<file path="config.mk">
export PLATFORM = sky130hd
export DESIGN_NAME = des_key_schedule
export DESIGN_NICKNAME = d
export VERILOG_FILES = /design/src/rtl/des_pkg.sv /design/src/rtl/des_pc2.sv /design/src/rtl/des_key_schedule.sv
export SDC_FILE = /design/constraint.sdc
export NUM_CORES = 1
export LEC_CHECK = 0
export CAP_MARGIN = 20
export CORE_ASPECT_RATIO = 1.4
export CORE_MARGIN = 3
export CORE_UTILIZATION = 29
export DETAILED_ROUTE_END_ITERATION = 8
export HOLD_SLACK_MARGIN = 0.03
export PLACE_DENSITY = 0.54
export SLEW_MARGIN = 15
export SYNTH_ARGS = -nofsm -noshare
export SYNTH_HDL_FRONTEND = slang
export SYNTH_SLANG_ARGS = --single-unit
</file>
<file path="constraint.sdc">
create_clock -name clk -period 4.34 [get_ports clk]
set_input_delay 1.302 -clock clk [delete_from_list [all_inputs] [get_ports clk]]
set_output_delay 1.302 -clock clk [all_outputs]
set_load 0.01 [all_outputs]
</file>
<file path="src/rtl/des_pkg.sv">
// DES key-schedule constants and helpers: PC-1/PC-2 tables, per-round shift amounts, shared types.
// Also holds the byte-parity helper used when DES_KEY_PARITY_CHECK_EN is defined.
package des_pkg;

  typedef logic [47:0] subkey_t;
  typedef logic [55:0] cd_t;
  typedef enum logic {IDLE = 1'b0, ROUND = 1'b1} state_e;

  // Entries are FIPS 46-3 bit numbers: bit 1 is the MSB of the source vector.
  localparam int PC1_TBL [56] = '{
    57, 49, 41, 33, 25, 17,  9,  1, 58, 50, 42, 34, 26, 18,
    10,  2, 59, 51, 43, 35, 27, 19, 11,  3, 60, 52, 44, 36,
    63, 55, 47, 39, 31, 23, 15,  7, 62, 54, 46, 38, 30, 22,
    14,  6, 61, 53, 45, 37, 29, 21, 13,  5, 28, 20, 12,  4
  };

  localparam int PC2_TBL [48] = '{
    14, 17, 11, 24,  1,  5,  3, 28, 15,  6, 21, 10,
    23, 19, 12,  4, 26,  8, 16,  7, 27, 20, 13,  2,
    41, 52, 31, 37, 47, 55, 30, 40, 51, 45, 33, 48,
    44, 49, 39, 56, 34, 53, 46, 42, 50, 36, 29, 32
  };

  localparam int SHIFT  [16] = '{1, 1, 2, 2, 2, 2, 2, 2, 1, 2, 2, 2, 2, 2, 2, 1};
  localparam int RSHIFT [16] = '{0, 1, 2, 2, 2, 2, 2, 2, 1, 2, 2, 2, 2, 2, 2, 1};

  function automatic cd_t pc1(input logic [63:0] key);
    cd_t cd;
    for (int i = 0; i < 56; i++) cd[55-i] = key[64 - PC1_TBL[i]];
    return cd;
  endfunction

  function automatic logic [27:0] rot28(input logic [27:0] x, input int n, input logic left);
    return left ? ((x << n) | (x >> (28 - n))) : ((x >> n) | (x << (28 - n)));
  endfunction

  // C and D halves rotate independently.
  function automatic cd_t cd_rotate(input cd_t cd, input int n, input logic left);
    return {rot28(cd[55:28], n, left), rot28(cd[27:0], n, left)};
  endfunction

  function automatic logic key_parity_ok(input logic [63:0] key);
    logic ok;
    ok = 1'b1;
    for (int b = 0; b < 8; b++) ok = ok & (^key[8*b +: 8]);
    return ok;
  endfunction

endpackage

</file>
<file path="src/rtl/des_pc2.sv">
// PC-2 compression permutation: 56-bit CD register to 48-bit round subkey.
// Purely combinational so other key-schedule variants can reuse it.
module des_pc2
  import des_pkg::*;
(
  input  cd_t     cd,
  output subkey_t subkey
);

  always_comb begin
    subkey = '0;
    for (int i = 0; i < 48; i++) subkey[47-i] = cd[56 - PC2_TBL[i]];
  end

endmodule

</file>
<file path="src/rtl/des_key_schedule.sv">
// Sequential DES key schedule: one 48-bit subkey per valid/ready handshake, K1..K16 or K16..K1.
// Optional byte-parity rejection of keys is enabled by defining DES_KEY_PARITY_CHECK_EN.
module des_key_schedule
  import des_pkg::*;
(
  input  logic        clk,
  input  logic        n_rst,
  input  logic [63:0] key_in,
  input  logic        decrypt,
  input  logic        key_valid,
  output logic        key_ready,
  output subkey_t     subkey,
  output logic        subkey_valid,
  input  logic        subkey_ready,
  output logic [3:0]  round_idx,
  output logic        done,
  output logic        parity_err,
  output state_e      dbg_state
);

  // Handshakes: a transfer happens on a rising edge where valid and ready are both high;
  // subkey/round_idx stay stable while subkey_valid is high and subkey_ready is low.
  state_e     state;
  cd_t        cd;
  logic       dir;
  logic       key_bad;
  logic [3:0] nxt_idx;
  cd_t        key_cd;

`ifdef DES_KEY_PARITY_CHECK_EN
  assign key_bad = !key_parity_ok(key_in);
`else
  assign key_bad = 1'b0;
`endif

  assign key_cd       = pc1(key_in);
  assign nxt_idx      = round_idx + 4'd1;
  assign key_ready    = (state == IDLE);
  assign subkey_valid = (state == ROUND);
  assign dbg_state    = state;

  des_pc2 u_pc2 (
    .cd     (cd),
    .subkey (subkey)
  );

  always_ff @(posedge clk or negedge n_rst) begin
    if (!n_rst) begin
      state      <= IDLE;
      cd         <= '0;
      dir        <= 1'b0;
      round_idx  <= 4'd0;
      done       <= 1'b0;
      parity_err <= 1'b0;
    end else begin
      done       <= 1'b0;
      parity_err <= 1'b0;
      case (state)
        IDLE: begin
          if (key_valid) begin
            if (key_bad) begin
              parity_err <= 1'b1;
            end else begin
              // Encrypt pre-applies the round-1 shift; decrypt starts from C0D0 = C16D16.
              cd        <= decrypt ? key_cd : cd_rotate(key_cd, SHIFT[0], 1'b1);
              dir       <= decrypt;
              round_idx <= 4'd0;
              state     <= ROUND;
            end
          end
        end
        ROUND: begin
          if (subkey_ready) begin
            if (round_idx == 4'd15) begin
              state     <= IDLE;
              round_idx <= 4'd0;
              done      <= 1'b1;
            end else begin
              round_idx <= nxt_idx;
              cd        <= dir ? cd_rotate(cd, RSHIFT[nxt_idx], 1'b0)
                               : cd_rotate(cd, SHIFT[nxt_idx], 1'b1);
            end
          end
        end
        default: state <= IDLE;
      endcase
    end
  end

endmodule

</file>
==> reports/results.ini <==
[status]
outcome=finished, final reports clean

[synthesis]
synth_ff_type=dfrtp_1
synth_area_per_cell_sq_um=7.974
netlist_instances=861
synth-edff-count=0
yosysWarnings=0
synth_top_family_by_area=compound AO/OA/AOI/OAI gates
synth-simple-area-share_pct=14.63
synthAdderAreaFrac_pct=1.276
muxShareOfSynthArea_pct=18.77
synth_xor_area_share_pct=0.2551
syn-num-nets=937
async_flop_share_pct=100.0
synth_top_cell_by_area=dfrtp_1
synth_most_common_cell=nand2_1
yosysTopAreaCellShare_pct=22.96
synth_common_cells=105 x nand2_1, 104 x mux2i_1, 63 x dfrtp_1
seq_area_frac_synth_pct=22.96
synth_cell_type_count=59
synth_area_leaders=dfrtp_1 23%, mux2i_1 15%, buf_4 6.2%, nand2_1 5.7%, a221oi_1 4.8%
ys_ff_latch=63
synth_compound_area_share_pct=30.75
synthesis.area_sq_mm=0.006865

[setup_path]
rr_worst_depth=9
critPathLaunchType=flip-flop
path_class=reg2reg
cp.required_ns=4.56
crit_arrival_ns=3.69
critical_path.most_common_cell=buf_4
critPathTopFamily=buffers and inverters
path_cells=ha_1 > xnor2_1 > mux2i_1 > a22oi_2 > buf_4 > nand2_1 > buf_4 > o221ai_1 > a21oi_1
cpPeakStageDelay_ns=0.74
cpMaxStageDelayCell=buf_4
r2r_start=round_idx[1]
path_buf_inv=2
critPathLaunch=round_idx[1]
crit_path_end_kind=flip-flop
crit_cells=9
cp_max_fo=55

[floorplan]
chipWidth_microns=136.0
core-area_sq_mm=0.02329
die_area_sq_mm=0.02558
io_pins=126
rows=66
die-height_microns=188.1
start_util_pct=29.48

[timing]
fin_crit_ns=3.471
max_freq_ghz=0.2881
timing.setup.tns_ns=0
hold_ws_ns=0.6500
maxSlewHeadroom_pct=40.79
rsz0062_at_grt=false
fin_ws_ns=0.8689
setup_viol=0
worst_pin_slew_ns=0.8882
finalHoldViolCount=0
fin_crit_sh_pct=79.98
finClkSkew_ns=0.009313
slew_viol_final=0

[run]
maxCapViolCount=0

[final_layout]
fin_cells=1198
antenna_cells=0
drive_gt1_share_pct=10.09
design_area_sq_mm=0.008275
syn_to_final_growth_pct=20.54
nNetsFinal=963
nFillCells=2526

[clock_network]
clock_path_buffers=2
clk_pin_slew_worst_paths_ns=0.06
post_cts_buffers=0
cts_tree=yes
root_buffer=clkbuf_16
clock-sinks=63
ctsResizeCount=0
cts_hold_buf=0
cts-buffers-inserted=9
cts_htree_levels=3
clk_latency_ns=0.35

[route]
drc_errors=0
wl_microns=28280
vias=7256
dr.pass1.iters=5
detail-route-antenna-nets=0
first_iter_violations=670
wl_per_cell_microns=23.61
viasPerCell=6.057

[global_routing]
grt.total_usage_pct=21.80
grt_pass1_wl_microns=43430
use_met1_pct=27.96
grt_overflow=0
met2_usage_pct=36.07
globalRouteMet3Util_pct=3.811
antenna_found_initial=0
grt-busiest-layer=met2
grt_pass1_vias=7258
grt_max_degree=62

[placement]
preCtsSetupSlack_ns=0.8291
place.gp.congestion=0.9213
dp_hpwl_microns=19150
portBuffers=116
placed_cell_area_sq_mm=0.007950
dp.cells=1182

[worst_hold_path]
hold_depth=2
hp-start=cd[38]
min_path_type=reg2reg

[power]
worst_ir_drop_vdd_v=0.0007034
leakagePower_nw=3.220
p_per_area_mw_per_mm2=1070

[worst reg2reg max path, delay by kind of cell, from the launching register on]
family / cells / cell delay, ns
AOI/OAI and AO/OA: 3 / 0.53
xor gates and xnor gates: 1 / 0.18
buffers and inverters: 2 / 1.04
and+or+nand+nor: 1 / 0.41
muxes: 1 / 0.18
DFF: 1 / 0.54
adders and majority gates: 1 / 0.47
[cell type report]
cell class	count	area (sq um)	share of cell area (%)
Sequential cell	63	1577	19.05
Inverter	8	30.03	0.3629
Tap cell	306	382.9	4.627
Clock buffer	13	260.3	3.145
Clock inverter	3	65.06	0.7862
Timing Repair Buffer	148	1431	17.30
Multi-Input combinational cell	657	4529	54.73
[cells by family (layout without fill, tap and decap cells)]
| kind of cell | count (synthesis) | after routing |
|---|---|---|
| fa+ha+maj | 7 | 7 |
| mux | 126 | 126 |
| flops | 63 | 63 |
| other cells | 1 | 1 |
| simple gates | 226 | 226 |
| xor+xnor | 2 | 2 |
| compound gates | 295 | 295 |
| buf+inv | 141 | 172 |
[path summary, 6_finish.rpt]
check	slack, ns	endpoint
worst max-delay path	0.87	cd[50]
worst min-delay path	0.65	cd[38]
worst max register to register	0.87	cd[50]
worst min register to register	0.65	cd[38]
max in group asynchronous	2.61	cd[50]
min in group asynchronous	1.05	round_idx[1]
[flip-flops by register name, indices dropped and copies added (netlist names)]
| register | cells |
|---|---|
| dir | 1 |
| dbg_state | 1 |
| done | 1 |
| cd | 56 |
| round_idx | 4 |
[cells in the final DEF, fill, tap and decap left out, types with 8 or more instances in the layout]
master,count
clkdlybuf4s50_1,114
a221oi_1,38
nand2_1,105
a2111oi_0,12
a211oi_1,15
o221ai_1,16
a21oi_1,52
mux2i_1,104
and2_1,8
a22oi_1,12
o21ai_0,53
a31oi_1,8
clkbuf_16,9
nand3_1,13
nor3_1,15
buf_4,30
and3_1,16
a31o_2,8
o22ai_1,22
o32a_1,11
nor2_1,45
nor2b_1,15
a32oi_1,9
mux2_2,22
dfrtp_1,63
[per-layer routing]
metal  routed length (microns)  up-vias  share of wire, %
met5                         0        -                 0
met4                       971        0               3.4
met3                      1924       61               6.8
met2                     13860      352                49
met1                     11530     3563                41
li1                          -     3280                 -
[stage by stage]
| stage | total power, mW | utilization, % |
|---|---|---|
| final | 8.853 | 35.54 |
| after floorplan | 6.032 | - |
| after detailed placement | 7.923 | 34.14 |
| after global placement | 7.896 | 34.14 |
| after CTS | 8.778 | 35.54 |
| after global routing | 9.469 | 35.54 |
[where the power goes]
part	internal, mW	switching (mW)	total, mW
clock network	0.534	0.295	0.830
logic	2.65	3.76	6.41
registers	0.885	0.724	1.61
total	4.07	4.78	8.85
Power figures use the tool's default switching activity.
